## config.mk

```make
export PLATFORM = sky130hd
export DESIGN_NAME = spi_mem_responder
export DESIGN_NICKNAME = d
export VERILOG_FILES = /design/src/rtl/spi_mem_responder.sv
export SDC_FILE = /design/constraint.sdc
export NUM_CORES = 1
export LEC_CHECK = 0
export ABC_AREA = 1
export CORE_UTILIZATION = 57
export CTS_CLUSTER_SIZE = 8
export DETAILED_ROUTE_END_ITERATION = 7
export PLACE_DENSITY = 0.8
export SLEW_MARGIN = 40
export SYNTH_ARGS = -nofsm -noshare
export SYNTH_HDL_FRONTEND = slang
export SYNTH_SLANG_ARGS = --single-unit
```

## constraint.sdc

```tcl
create_clock -name clk -period 2.4 [get_ports clk]
set_clock_uncertainty 0.2 [all_clocks]
set_input_delay 0.48 -clock clk [delete_from_list [all_inputs] [get_ports clk]]
set_output_delay 0.48 -clock clk [all_outputs]
set_load 0.05 [all_outputs]
```

## src/rtl/spi_mem_responder.sv

```systemverilog
// SPI-mode-0 memory responder: decodes READ (0x03) / WRITE (0x02) with a 16-bit address
// and moves bytes through a synchronous memory port, with unbounded bursts while cs is low.
module spi_mem_responder #(
    parameter int SYNC_STAGES = 2,
    parameter bit READ_ONLY   = 1'b0
) (
    input  logic        clk,
    input  logic        rst,
    input  logic        sclk,
    input  logic        cs,
    input  logic        mosi,
    output logic        miso,
    output logic [15:0] mem_addr,
    output logic        mem_re,
    input  logic [7:0]  mem_rdata,
    output logic        mem_we,
    output logic [7:0]  mem_wdata,
    output logic        busy,
    output logic        cmd_err
);
    localparam int STAGES = (SYNC_STAGES < 2) ? 2 : SYNC_STAGES;
    localparam logic [7:0] CMD_READ  = 8'h03;
    localparam logic [7:0] CMD_WRITE = 8'h02;

    typedef enum logic [2:0] {S_IDLE, S_CMD, S_ADDR, S_READ, S_WRITE, S_IGNORE} state_t;
    state_t state;

    logic [STAGES-1:0] sclk_sync, cs_sync, mosi_sync;
    logic sclk_prev, cs_prev;
    logic sclk_s, cs_s, mosi_s;
    logic sclk_rise, sclk_fall, cs_fall;

    // cs synchronizer resets to the deselected level so a held-low cs still reads as a falling edge
    always_ff @(posedge clk) begin
        if (rst) begin
            sclk_sync <= '0;
            cs_sync   <= '1;
            mosi_sync <= '0;
            sclk_prev <= 1'b0;
            cs_prev   <= 1'b1;
        end else begin
            sclk_sync <= {sclk_sync[STAGES-2:0], sclk};
            cs_sync   <= {cs_sync[STAGES-2:0], cs};
            mosi_sync <= {mosi_sync[STAGES-2:0], mosi};
            sclk_prev <= sclk_sync[STAGES-1];
            cs_prev   <= cs_sync[STAGES-1];
        end
    end

    assign sclk_s    = sclk_sync[STAGES-1];
    assign cs_s      = cs_sync[STAGES-1];
    assign mosi_s    = mosi_sync[STAGES-1];
    assign sclk_rise = sclk_s & ~sclk_prev;
    assign sclk_fall = ~sclk_s & sclk_prev;
    assign cs_fall   = ~cs_s & cs_prev;

    logic [3:0]  bit_cnt;
    logic [6:0]  shift_in;
    logic [14:0] addr_sh;
    logic [7:0]  tx_sh;
    logic [7:0]  byte_in;
    logic        is_read;
    logic        load_tx;

    assign byte_in = {shift_in, mosi_s};

    always_ff @(posedge clk) begin
        if (rst) begin
            state     <= S_IDLE;
            bit_cnt   <= 4'd7;
            shift_in  <= '0;
            addr_sh   <= '0;
            tx_sh     <= '0;
            is_read   <= 1'b0;
            load_tx   <= 1'b0;
            miso      <= 1'b0;
            mem_addr  <= '0;
            mem_re    <= 1'b0;
            mem_we    <= 1'b0;
            mem_wdata <= '0;
            busy      <= 1'b0;
            cmd_err   <= 1'b0;
        end else begin
            mem_re  <= 1'b0;
            mem_we  <= 1'b0;
            cmd_err <= 1'b0;
            // read data arrives the clk after mem_re; capture it one clk later still
            load_tx <= mem_re;
            if (load_tx) tx_sh <= mem_rdata;
            if (mem_we) mem_addr <= mem_addr + 16'd1;

            if (cs_s) begin
                state   <= S_IDLE;
                bit_cnt <= 4'd7;
                miso    <= 1'b0;
                busy    <= 1'b0;
            end else begin
                case (state)
                    S_IDLE: begin
                        if (cs_fall) begin
                            state   <= S_CMD;
                            busy    <= 1'b1;
                            bit_cnt <= 4'd7;
                        end
                    end
                    S_CMD: begin
                        if (sclk_rise) begin
                            shift_in <= byte_in[6:0];
                            if (bit_cnt == 4'd0) begin
                                bit_cnt <= 4'd15;
                                if (byte_in == CMD_READ) begin
                                    is_read <= 1'b1;
                                    state   <= S_ADDR;
                                end else if (byte_in == CMD_WRITE && !READ_ONLY) begin
                                    is_read <= 1'b0;
                                    state   <= S_ADDR;
                                end else begin
                                    cmd_err <= 1'b1;
                                    state   <= S_IGNORE;
                                end
                            end else begin
                                bit_cnt <= bit_cnt - 4'd1;
                            end
                        end
                    end
                    S_ADDR: begin
                        if (sclk_rise) begin
                            addr_sh <= {addr_sh[13:0], mosi_s};
                            if (bit_cnt == 4'd0) begin
                                mem_addr <= {addr_sh, mosi_s};
                                bit_cnt  <= 4'd7;
                                if (is_read) begin
                                    mem_re <= 1'b1;
                                    state  <= S_READ;
                                end else begin
                                    state  <= S_WRITE;
                                end
                            end else begin
                                bit_cnt <= bit_cnt - 4'd1;
                            end
                        end
                    end
                    S_READ: begin
                        if (sclk_fall) begin
                            miso  <= tx_sh[7];
                            tx_sh <= {tx_sh[6:0], 1'b0};
                        end else if (sclk_rise) begin
                            if (bit_cnt == 4'd0) begin
                                mem_addr <= mem_addr + 16'd1;
                                mem_re   <= 1'b1;
                                bit_cnt  <= 4'd7;
                            end else begin
                                bit_cnt <= bit_cnt - 4'd1;
                            end
                        end
                    end
                    S_WRITE: begin
                        if (sclk_rise) begin
                            shift_in <= byte_in[6:0];
                            if (bit_cnt == 4'd0) begin
                                mem_wdata <= byte_in;
                                mem_we    <= 1'b1;
                                bit_cnt   <= 4'd7;
                            end else begin
                                bit_cnt <= bit_cnt - 4'd1;
                            end
                        end
                    end
                    default: begin
                        miso <= 1'b0;
                    end
                endcase
            end
        end
    end
endmodule

```

---- Yosys cells after proc, flatten, opt, wreduce, memory -nomap -nowiden ----
Cells that the tools add are included.
Widths: inputs -> output; s select.
storage, ports and cells
  register bits ........................... 76
  word-level logic and storage cells ...... 104
operators by class
  $add $sub $neg .......................... 2
  equality and inequality tests ........... 13
  muxes and demuxes ....................... 40
  bitwise operators ....................... 11
  reductions and logical operators ........ 19
operator list
  operator               count
  $mux 16                7
  $mux 8                 4
  $pmux 16 s2            1
  $mux 3                 8
  $mux 4                 6
  $add 16x1->16 const B  1
  $eq 8x2->1 const B     2
  $pmux 4 s4             1
  $ne 2x2->1 const B     7
  $mux 1                 10
  $pmux 3 s3             1
  $not 1->1              8
  $reduce_and 4->1       2
  $eq 3x2->1 const B     2
  $reduce_and 3->1       2
  $reduce_and 6->1       1
  $reduce_or 2->1        3
  $reduce_or 6->1        1
  $reduce_and 5->1       1
  $logic_not 4->1        1
  $pmux 1 s2             2
  $reduce_and 2->1       2
  $reduce_bool 4->1      1
  $reduce_or 4->1        1
  other kinds (8)        10

---- Logic depth before layout (Yosys ltp) ----
  depth in word-level cells ............... 7
  gate-level depth with buffers ........... 14
  mapped depth without buffers ............ 14

---- Worst setup path before layout ----
No wires, ideal clock.
  path kind ............................... register -> register
  start ................................... register mem_addr[0]
  end ..................................... register mem_addr[14]
  library setup time ...................... 0.109 ns
  arrival ................................. 1.889 ns
  setup slack ............................. 0.203 ns
  stages on the path, launching flop included .. 13
  buffers on the path ..................... 0
  cell sequence ........................... dfxtp_1 > ha_1 > nand2_2 > nor2_1 > nand4_1 > nand2_1 > nand2_1 > nand3_1 > nand2_1 > nand2_1 > nand3_1 > nand2_1 > inv_1
between the ends
  cells in the longest elaborated chain, start to end .. 7
ends and longest elaborated chain
  element                   line     RTL
  start: declaration        13       output logic [15:0] mem_addr,
  start signal: assignment  90       if (mem_we) mem_addr <= mem_addr + 16'd1;
  start signal: assignment  130      mem_addr <= {addr_sh, mosi_s};
  start signal: assignment  149      mem_addr <= mem_addr + 16'd1;
  $add 16x1->16 (*)         90, 149
  $mux 16                   90
  $mux 16                   148      if (bit_cnt == 4'd0) begin
  $mux 16                   147      end else if (sclk_rise) begin
  $mux 16                   144      if (sclk_fall) begin
  $pmux 16 s2               98       case (state)
  $mux 16 (*)               92       if (cs_s) begin
Every way passes the cells marked *; elsewhere a longest branch is shown, timed or not.
A chain may end at the register's enable or synchronous reset.

---- Final worst setup path ----
  start ................................... register mem_addr[8]
  end ..................................... output mem_addr[8]
No word-level cell between the ends.

==> results.txt <==
----------------------------------------------------
[Outcome]
  Outcome ... completed

[Clock tree]
  Total number of H-tree levels ... 3
  Clock buffer count from CTS ... 9
  Hold_buf cts ... 0
  Clock-pin slew reported for the worst setup and hold paths after clock tree synthesis ... 80 ps
  TritonCTS clock tree ... built
  Clk Tree Root Cell ... clkbuf_8
  Clock Latency Late Sink ... 360 ps
  Clk sinks ... 76
  Max Root-Sink Buffers ... 2

[Timing]
  RSZ-0062 raised after global routing ... false
  Remaining max-slew budget at the tightest pin ... 0.595
  Maximum operating frequency ... 426 MHz
  Finish-stage setup viols ... 0
  Final period util ... 0.978
  Final hold vios ... 0
  Fin crit period ... 2350 ps
  Accumulated negative setup slack ... 0 ps
  Slew Limit Fails ... 0
  Worst Tran Pin Value ... 607 ps

[Pwr]
  Switching component of the power ... 547 uW
  Gate power share ... 0.033
  Power density over cell area ... 495 nW/um^2
  Switching Fraction ... 0.235
  Maximum resistive drop on vdd ... 0.000406 V
  Static Leakage ... 0.00205 uW
  Clock network fraction of design power ... 0.421
  Design internal power ... 1780 uW
  Share of total power in sequential cells ... 0.546

[Die]
  Number of placed I/O pins ... 42
  X dimension of the die ... 86.0 um
  Core Box Area ... 6790 sq um
  Die Y ... 86.0 um
  Effective utilization at floorplan ... 0.591
  Total Die Area ... 7390 sq um
  Placement Rows ... 30

[Setup path]
  Crit path launch type ... flop
  Cell family contributing the most delay on the critical path ... buffers and inverters
  Delay of the slowest critical-path stage ... 850 ps
  Slowest CP cell ... clkdlybuf4s50_1
  Critical path buffers and inverters ... 1
  Critical path, cell by cell ... clkdlybuf4s50_1
  Endpoint type of the worst setup path ... output port
  Setup CP Type ... reg -> out
  Req. time, crit path ... 1720 ps
  Highest net fanout along the worst path ... 6
  Worst EP arrival ... 1670 ps

[Synthesis]
  Number of flip-flops and latches in the synthesized netlist ... 76
  Net Count, Synth ... 604
  Commonest cells in the synthesized netlist ... nand2_1 (172), dfxtp_1 (76), o21ai_0 (59)
  Area leader, netlist ... dfxtp_1
  Cell Area, Synth ... 4020 sq um
  Syn avg cell area ... 6.82 sq um
  Post-synthesis sequential area ratio ... 0.379
  Warnings from Yosys ... 0
  Number of flops mapped to enable cells by yosys ... 0
  Leading register cell type out of synthesis ... dfxtp_1
  Area share of the largest cell type after synthesis ... 0.379
  Unique masters post-synth ... 44
  Fraction of registers with async set/reset ... 0
  Syn Inst Count ... 589
  Top area cells in the synthesized netlist ... dfxtp_1 (38%), nand2_1 (16%), o21ai_0 (7.3%), inv_1 (5.1%), nor2_1 (4.6%)
  Most common cell in the netlist ... nand2_1

[GRT]
  Number of antenna violations at the first check in global routing ... 0
  Residual overflow from global routing ... 0
  Overall track demand over capacity in global routing ... 0.279
  First-pass GRT wire length ... 16.3 mm
  Via count of the first global-routing pass ... 3679
  Largest net degree at the start of global routing ... 36

[Detailed routing]
  Drt pass-1 iters ... 5
  Total via count after detailed routing ... 3906
  DR iter-0 viols ... 302
  DRC viols ... 0
  Drt via density ... 5.36
  Remaining antenna violation count after routing ... 0
  Total wire length ... 9.73 mm
  Wire per inst ... 13.3 um

[Placement]
  Routability congestion estimate from global placement ... 0.917
  Cell area reported after detailed placement ... 4510 sq um
  HPWL after detailed placement ... 6.84 mm
  IO buf count ... 41

[Layout]
  Layout cell share with drive strength beyond 1 ... 0.106
  Area added between synthesis and finish ... 17.0%
  Utilization of the core after routing ... 0.692
  Number of diodes added for antenna fixing ... 0
  Nets ... 643
  Fillcell total ... 600
  Design Area, Final ... 4700 sq um

[Worst hold path]
  HP Class ... reg -> reg

[Job]
  Maxcap violations ... 0

----------------------------------------------------
[routing by layer]
layer,wire length (um),vias to the layer above,global-route usage
met3,374,26,0.0423
met4,316,0,0.138
met5,0,-,0
met1,4360,1793,0.339
li1,-,1980,-
met2,4680,107,0.481
[worst paths after layout]
kind | endpoint | slack [ps] | start | depth (start not counted)
worst max-delay path | mem_addr[8] | 50 | mem_addr[8] | 1
worst min-delay path | mosi_sync[1] | 210 | mosi_sync[0] | 2
worst min register to register | mosi_sync[1] | 210 | mosi_sync[0] | 2
worst max register to register | mem_addr[1] | 340 | bit_cnt[1] | 10
[logic make-up after synthesis]
logic type	share of synthesized area
muxes	0.00280
buffers and inverters	0.0900
adders and majority gates	0.00623
and+or+nand+nor	0.331
AOI/OAI and AO/OA	0.174
xor gates and xnor gates	0.0174
DFF	0.379
[cells in the final DEF, fill, tap and decap left out, types with 2 or more instances in the layout]
cell type / netlist / routed
a21oi_1: 35 / 35
nand4_1: 5 / 5
nand2_4: 2 / 2
o21bai_2: 2 / 2
dlymetal6s2s_1: 0 / 2
nor2_4: 6 / 6
a211oi_1: 6 / 6
or2_2: 3 / 3
nand2_2: 4 / 4
buf_4: 2 / 9
xor2_1: 4 / 4
clkbuf_8: 0 / 9
inv_2: 6 / 6
nor3_4: 2 / 2
nand2_1: 172 / 172
nand3_1: 36 / 36
o211ai_1: 5 / 5
nor2_1: 49 / 49
o21ai_0: 59 / 59
inv_1: 55 / 55
a211oi_2: 2 / 2
clkinv_2: 1 / 4
ha_1: 2 / 2
nor2_2: 6 / 6
xnor2_1: 4 / 4
clkdlybuf4s50_1: 0 / 37
o21ai_1: 7 / 7
dfxtp_1: 76 / 76
nand3_2: 2 / 2
inv_6: 0 / 2
nor3_1: 3 / 3
[what timing repair did]
item                                    CTS  global route
gates resized for setup                   1             2
buffers inserted                          0             0
endpoints found under the setup margin    1             2
gates cloned                              0             0
[power groups by stage]
stage / combinational, uW / clock, uW / sequential, uW
after global routing: 83.9 / 1030 / 1270
after detailed placement: 75.4 / 0 / 1300
after global placement: 73.4 / 0 / 1300
after floorplan: 44.4 / 0 / 1300
final: 76.3 / 980 / 1270
after CTS: 76.2 / 985 / 1270
[per-stage QoR]
step / setup slack (ps) / total power [uW] / cells / hold WS [ps]
after detailed placement: 232 / 1380 / 713 / 195
after CTS: 18.4 / 2330 / 729 / 206
final: 52.6 / 2330 / 729 / 206
after global routing: 30.3 / 2390 / 729 / 227
after global placement: 235 / 1370 / 713 / 201
after floorplan: 203 / 1340 / 589 / 188
[sequential cells by signal, indices dropped and copies added, names as in the netlist]
| name | flops |
|---|---|
| tx_sh | 8 |
| addr_sh | 15 |
| mem_we | 1 |
| mosi_sync | 2 |
| cs_sync | 2 |
| mem_re | 1 |
| state | 3 |
| load_tx | 1 |
| miso | 1 |
| shift_in | 7 |
| mem_wdata | 8 |
| cs_prev | 1 |
| bit_cnt | 4 |
| is_read | 1 |
| cmd_err | 1 |
| mem_addr | 16 |
| sclk_sync | 2 |
| sclk_prev | 1 |
| busy | 1 |
[layout make-up]
class                      count  area, sq um  share of cell area
clock buffer                  10          128              0.0271
clock inverter                 6         62.6              0.0133
inverter                      64          244              0.0519
multi-input combinational    427         2130               0.454
sequential                    76         1520               0.324
tap                           96          120              0.0255
timing repair buffer          50          492               0.105
Power figures use the tool's default switching activity.
